--- config.mk ---
export PLATFORM = sky130hd
export DESIGN_NAME = gs_sweep_controller
export DESIGN_NICKNAME = d
export VERILOG_FILES = /design/src/rtl/gs_pkg.sv /design/src/rtl/gs_conv_check.sv /design/src/rtl/gs_sweep_controller.sv
export SDC_FILE = /design/constraint.sdc
export NUM_CORES = 1
export LEC_CHECK = 0
export BUFFER_PORTS_ARGS = -buffer_cell sky130_fd_sc_hd__buf_2
export CAP_MARGIN = 20
export CORE_MARGIN = 10
export CORE_UTILIZATION = 38
export CTS_BUF_LIST = sky130_fd_sc_hd__clkbuf_2
export DETAILED_ROUTE_END_ITERATION = 10
export MAX_ROUTING_LAYER = met4
export PLACE_DENSITY = 0.79
export SLEW_MARGIN = 40
export SYNTH_ARGS = -nofsm -noshare
export SYNTH_HDL_FRONTEND = slang
export SYNTH_SLANG_ARGS = --single-unit
--- constraint.sdc ---
create_clock -name clk_in -period 1.7 [get_ports clk_in]
set_input_delay 0.17 -clock clk_in [delete_from_list [all_inputs] [get_ports clk_in]]
set_output_delay 0.17 -clock clk_in [all_outputs]
set_load 0.02 [all_outputs]
--- src/rtl/gs_pkg.sv ---
// Shared types and constants for the Gauss-Seidel sweep controller.
// GS_EARLY_STOP_EN (optional) enables the convergence early-stop path.
package gs_pkg;

    localparam int N        = 16;
    localparam int B_W      = 16;
    localparam int X_W      = 32;
    localparam int ITER_W   = 8;
    localparam int PIPE_LAT = 3;
    localparam logic [31:0] TOL = 32'd16;

    function automatic int slot_w(input int n);
        return (n > 1) ? $clog2(n) : 1;
    endfunction

    localparam int SLOT_W  = slot_w(N);
    localparam int DRAIN_W = slot_w(PIPE_LAT);

    typedef enum logic [2:0] {
        ST_IDLE  = 3'd0,
        ST_LOAD  = 3'd1,
        ST_RUN   = 3'd2,
        ST_DRAIN = 3'd3,
        ST_DONE  = 3'd4
    } gs_state_e;

endpackage

--- src/rtl/gs_conv_check.sv ---
// Per-sweep convergence monitor: |x_new - x_old| against TOL with a sticky
// "some slot still moving" flag. Only built when GS_EARLY_STOP_EN is defined.
module gs_conv_check
    import gs_pkg::*;
(
    input  logic              clk_in,
    input  logic              rst_in,
    input  logic              run_in,
    input  logic [SLOT_W-1:0] slot_in,
    input  logic [X_W-1:0]    x_new_in,
    input  logic [X_W-1:0]    x_old_in,
    output logic              conv_clear_out
);

    localparam int DW = X_W + 1;

    logic [DW-1:0] diff;
    logic [DW-1:0] mag;
    logic          over_now;
    logic          first_slot;
    logic          flag_q;

    // Sign-extend so the difference of two signed words cannot overflow.
    assign diff       = {x_new_in[X_W-1], x_new_in} - {x_old_in[X_W-1], x_old_in};
    assign mag        = diff[DW-1] ? (~diff + DW'(1)) : diff;
    assign over_now   = (mag >= DW'(TOL));
    assign first_slot = (slot_in == '0);

    always_ff @(posedge clk_in) begin
        if (rst_in) begin
            flag_q <= 1'b0;
        end else if (run_in) begin
            flag_q <= first_slot ? over_now : (flag_q | over_now);
        end
    end

    assign conv_clear_out = first_slot ? !over_now : !(flag_q | over_now);

endmodule

--- src/rtl/gs_sweep_controller.sv ---
// Loads 16 b words, times the programmed number of sweeps, drains the pipeline.
// Optional GS_EARLY_STOP_EN ends the run once a whole sweep is within TOL.
module gs_sweep_controller
    import gs_pkg::*;
(
    input  logic              clk_in,
    input  logic              rst_in,
    input  logic              start_in,
    input  logic [ITER_W-1:0] iter_limit_in,
    input  logic              b_valid_in,
    input  logic [B_W-1:0]    b_data_in,
    output logic              b_ready_out,
    output logic              rf_en_out,
    output logic [B_W-1:0]    rf_b_out,
    input  logic [X_W-1:0]    x_new_in,
    input  logic [X_W-1:0]    x_old_in,
    output logic [SLOT_W-1:0] slot_out,
    output logic [ITER_W-1:0] iter_out,
    output logic              busy_out,
    output logic              done_out,
    output logic              err_out,
    input  logic              done_ack_in,
    output gs_state_e         state_dbg_out
);

    // b stream: a beat transfers when b_valid_in && b_ready_out on a rising edge;
    // b_ready_out is high for the whole of LOAD and the burst must not pause.

    gs_state_e          state, state_nxt;
    logic [SLOT_W-1:0]  beat_cnt;
    logic [SLOT_W-1:0]  slot_cnt;
    logic [ITER_W-1:0]  iter_cnt;
    logic [ITER_W-1:0]  limit_q;
    logic [DRAIN_W-1:0] drain_cnt;

    logic beat_acc, last_beat, load_abort, sweep_end, limit_hit, drain_last, early_stop;
    logic [ITER_W-1:0] iter_inc;

    assign beat_acc   = (state == ST_LOAD) && b_valid_in;
    assign last_beat  = beat_acc && (beat_cnt == SLOT_W'(N - 1));
    assign load_abort = (state == ST_LOAD) && !b_valid_in && (beat_cnt != '0);
    assign sweep_end  = (state == ST_RUN) && (slot_cnt == SLOT_W'(N - 1));
    assign iter_inc   = iter_cnt + ITER_W'(1);
    assign limit_hit  = (iter_inc == limit_q);
    assign drain_last = (drain_cnt == DRAIN_W'(PIPE_LAT - 1));

`ifdef GS_EARLY_STOP_EN
    logic conv_clear;

    gs_conv_check u_conv_check (
        .clk_in         (clk_in),
        .rst_in         (rst_in),
        .run_in         (state == ST_RUN),
        .slot_in        (slot_cnt),
        .x_new_in       (x_new_in),
        .x_old_in       (x_old_in),
        .conv_clear_out (conv_clear)
    );

    assign early_stop = conv_clear && (iter_cnt != '0);
`else
    logic unused_x;
    assign unused_x   = ^{x_new_in, x_old_in};
    assign early_stop = 1'b0;
`endif

    always_ff @(posedge clk_in) begin
        if (rst_in) begin
            state <= ST_IDLE;
        end else begin
            state <= state_nxt;
        end
    end

    always_comb begin
        state_nxt = state;
        unique case (state)
            ST_IDLE:  if (start_in) state_nxt = (iter_limit_in != '0) ? ST_LOAD : ST_DONE;
            ST_LOAD:  begin
                if (last_beat)       state_nxt = ST_RUN;
                else if (load_abort) state_nxt = ST_IDLE;
            end
            ST_RUN:   if (sweep_end && (limit_hit || early_stop)) state_nxt = ST_DRAIN;
            ST_DRAIN: if (drain_last) state_nxt = ST_DONE;
            ST_DONE:  if (done_ack_in) state_nxt = ST_IDLE;
            default:  state_nxt = ST_IDLE;
        endcase
    end

    always_ff @(posedge clk_in) begin
        if (rst_in) begin
            beat_cnt  <= '0;
            slot_cnt  <= '0;
            iter_cnt  <= '0;
            limit_q   <= '0;
            drain_cnt <= '0;
        end else begin
            case (state)
                ST_IDLE: begin
                    if (start_in) begin
                        limit_q   <= iter_limit_in;
                        beat_cnt  <= '0;
                        slot_cnt  <= '0;
                        iter_cnt  <= '0;
                        drain_cnt <= '0;
                    end
                end
                ST_LOAD:  if (beat_acc) beat_cnt <= beat_cnt + SLOT_W'(1);
                ST_RUN: begin
                    // Explicit wrap keeps N legal even if it is not a power of two.
                    slot_cnt <= sweep_end ? '0 : slot_cnt + SLOT_W'(1);
                    if (sweep_end) iter_cnt <= iter_inc;
                end
                ST_DRAIN: drain_cnt <= drain_cnt + DRAIN_W'(1);
                default: ;
            endcase
        end
    end

    assign b_ready_out   = (state == ST_LOAD);
    assign rf_en_out     = beat_acc;
    assign rf_b_out      = (state == ST_LOAD) ? b_data_in : '0;
    assign slot_out      = slot_cnt;
    assign iter_out      = iter_cnt;
    assign busy_out      = (state == ST_LOAD) || (state == ST_RUN) || (state == ST_DRAIN);
    assign done_out      = (state == ST_DONE);
    assign err_out       = load_abort;
    assign state_dbg_out = state;

endmodule

==> run metrics <==
Worst Path Class, Setup flip-flop to flip-flop; Startpoint Class flip-flop; worst hold path depth 3; end of the worst register-to-register path state_dbg_out[0]; Tightest Hold Check Type primary input to flip-flop; die extent in y 87.8 µm; synthesis-to-finish area growth 52.1%; layout cells sized above 1 47.5%; GRT overflow 0; initial antenna violation count 0; Final setup viols 8; total of max-cap violations 0; TritonCTS Buffers 5; EDFF count, synth 0; CP cell instances buf_6, xor2_2, nand2_2, or3_4, a2111o_1, a211oi_2; drt first pass iters 4; final worst slack -0.0759 ns; Die X 87.8 µm; HPWL after DPL 4.00 mm; met2 Resource Use GR 26.7%; Avg WL per Cell 16.3 µm; status complete, but fails checks; R2R cell count 6; Hold Fails Final Rpt 0; worst min-delay path startpoint iter_limit_in[2]; R2R Setup Slk -0.08 ns; Netlist cell types 45; Routed Antenna Nets 0; Crit Path Max Fanout 6; placed cells 354; Synth area leaders dfxtp_1 33%, a21oi_1 7.2%, and2_1 7.2%; Clk Tree Root Cell clkbuf_2; RSZ-0062 raised after global routing true; Slowest-stage cell, CP dfxtp_4; Vias 2009; Peak VDD IR 0.198 mV; dominant synthesized flop cell dfxtp_1; top-count cell post-synth dfxtp_1; clock-pin transition on the worst setup and hold timing paths 0.16 ns; Tmin final 1.78 ns; Syn Inst Count 228; first-pass GRT wire length 8.74 mm; hold buffer count at cts 0; fin nets 421; CTS tree done; worst skew pair latency 0.38 ns; Max clock buf depth 2; largest net degree at the start of global routing 30; Syn. warnings 0; post-route insts no fill 376; Vias/cell 5.34; core area 4410 µm²; H-Tree Depth 2; #FFs+latches synth 29; met3 GRT Util 3.16%; register area share after synthesis 33.2%; # rows 24; Yosys top cell area share 33.2%; WHS Endpoint limit_q[2]; Yosys top cell by area dfxtp_1; routing usage on met1 14.0%; RR Startpoint iter_out[0]; max-slew violations 0; CP Data Arrival Time 2.08 ns; fillcell total 379; Worst setup EP type flip-flop; Buffers on Ports 64; failing checks negative setup slack; # IOs 129; upper clock frequency limit 563 MHz; part of the cycle the worst path needs 104%; mapped cell area 1750 µm²; Post-Syn Nets 326; Avg Inst Size Synth 7.67 µm²; Async SR Flop Fraction 0%; Initial Util 39.6%; Post-Route WL 6.14 mm; relative slew slack 62.8%; Final Core Density 60.3%; power per cell area 522 nW/µm²; initial DRC count 109; Clock Skews 0.0128 ns; leakage dissipation 1.20 nW; delay of the slowest critical-path stage 0.39 ns; GP Congestion 0.866; clock sinks 29; grt peak-use layer met2; Slew @ Worst Pin 0.558 ns; most frequent cells after synthesis 29 x dfxtp_1, 26 x nand2_1, 25 x a21oi_1, 20 x and2_1, 18 x nor2_1; vias in the first global route 1888; die area 7720 µm²; Ant. Diodes 0; Worst EP required 2.00 ns; All-Layer GR Usage 14.5%; DR DRC count 0
worst max-delay path by stage:
stage,from,endpoint,slack [ns]
5_1_grt,iter_out[0],state_dbg_out[0],-0.15
6_report,iter_out[0],state_dbg_out[0],-0.08
3_5_place_dp,iter_out[0],state_dbg_out[0],-0.18
2_1_floorplan,iter_out[0],state_dbg_out[0],-0.15
3_3_place_gp,iter_out[0],state_dbg_out[0],-0.17
4_1_cts,slot_out[1],state_dbg_out[0],-0.08
kinds of logic after synthesis:
kind of cell    after synthesis  share of synthesized area (%)
simple gates                108                           33.1
compound gates               52                           18.7
flops                        29                           33.2
buf+inv                      22                           5.44
xor+xnor                     12                           6.01
fa+ha+maj                     5                           3.58
worst max-delay path: cells and delay by family (launching register included):
family | cells | cell delay, ns
xor gates and xnor gates | 1 | 0.18
and+or+nand+nor | 2 | 0.44
DFF | 1 | 0.39
buffers and inverters | 1 | 0.13
AOI/OAI and AO/OA | 2 | 0.55
registers in the layout, summed over array words and instances, names as in the netlist:
| signal | flops |
|---|---|
| beat_cnt | 4 |
| drain_cnt | 2 |
| iter_out | 8 |
| limit_q | 8 |
| slot_out | 4 |
| state_dbg_out | 3 |
through the flow:
step                power (W)  TNS [ns]  hold slack [ns]  cell area [µm²]  worst slack (ns)
detailed placement   0.000975    -0.180            0.431             2290            -0.180
floorplan            0.000877    -0.148            0.306             1790            -0.148
global route          0.00146     -1.61           0.0190             2660            -0.147
global placement     0.000968    -0.175            0.424             2290            -0.175
CTS                   0.00133    -0.164          0.00556             2450           -0.0831
finish                0.00139    -0.321           0.0228             2660           -0.0759
power by group:
part | total [W] | internal [W] | switching [W]
clock network | 0.000347 | 0.0000897 | 0.000257
logic | 0.000338 | 0.000160 | 0.000177
registers | 0.000704 | 0.000689 | 0.0000149
layout by cell type, fill, tap and decap left out, types with 2 or more instances in the layout:
| master | count |
|---|---|
| a21oi_1 | 25 |
| and2_1 | 10 |
| and2_4 | 10 |
| and3_1 | 3 |
| and3_4 | 2 |
| buf_2 | 51 |
| buf_4 | 41 |
| buf_6 | 13 |
| clkbuf_2 | 5 |
| clkinv_1 | 2 |
| dfxtp_1 | 18 |
| dfxtp_2 | 6 |
| dfxtp_4 | 5 |
| ha_4 | 3 |
| inv_1 | 3 |
| inv_2 | 2 |
| nand2_1 | 25 |
| nand2b_1 | 2 |
| nand3_1 | 5 |
| nand3b_1 | 6 |
| nand4b_1 | 2 |
| nor2_1 | 18 |
| nor2b_1 | 2 |
| nor3_1 | 7 |
| nor3b_4 | 3 |
| nor4_1 | 2 |
| o21ai_0 | 9 |
| o221ai_1 | 2 |
| or3_1 | 4 |
| xnor2_1 | 7 |
| xor2_1 | 4 |
what timing repair did:
item	in CTS	in global routing
pin swaps	8	12
setup endpoints to repair	21	21
gates resized for setup	21	50
setup buffers	5	7
gates cloned	0	2
final cells by class:
cell class              instances  area [µm²]  area share (%)
well taps                      52        65.1            2.44
clock inverters                 3        12.5           0.470
flip-flops and latches         29         607            22.8
clock buffers                   5        25.0           0.940
inverters                       5        18.8           0.705
multi-input cells             177        1220            46.0
repair buffers                105         709            26.7
layer usage:
| metal | up-vias | wire (µm) |
|---|---|---|
| li1 | 991 | - |
| met1 | 948 | 2320 |
| met2 | 57 | 3390 |
| met3 | 13 | 295 |
| met4 | 0 | 127 |
| met5 | - | 0 |
Note: power is estimated with default switching activity, not from simulation.
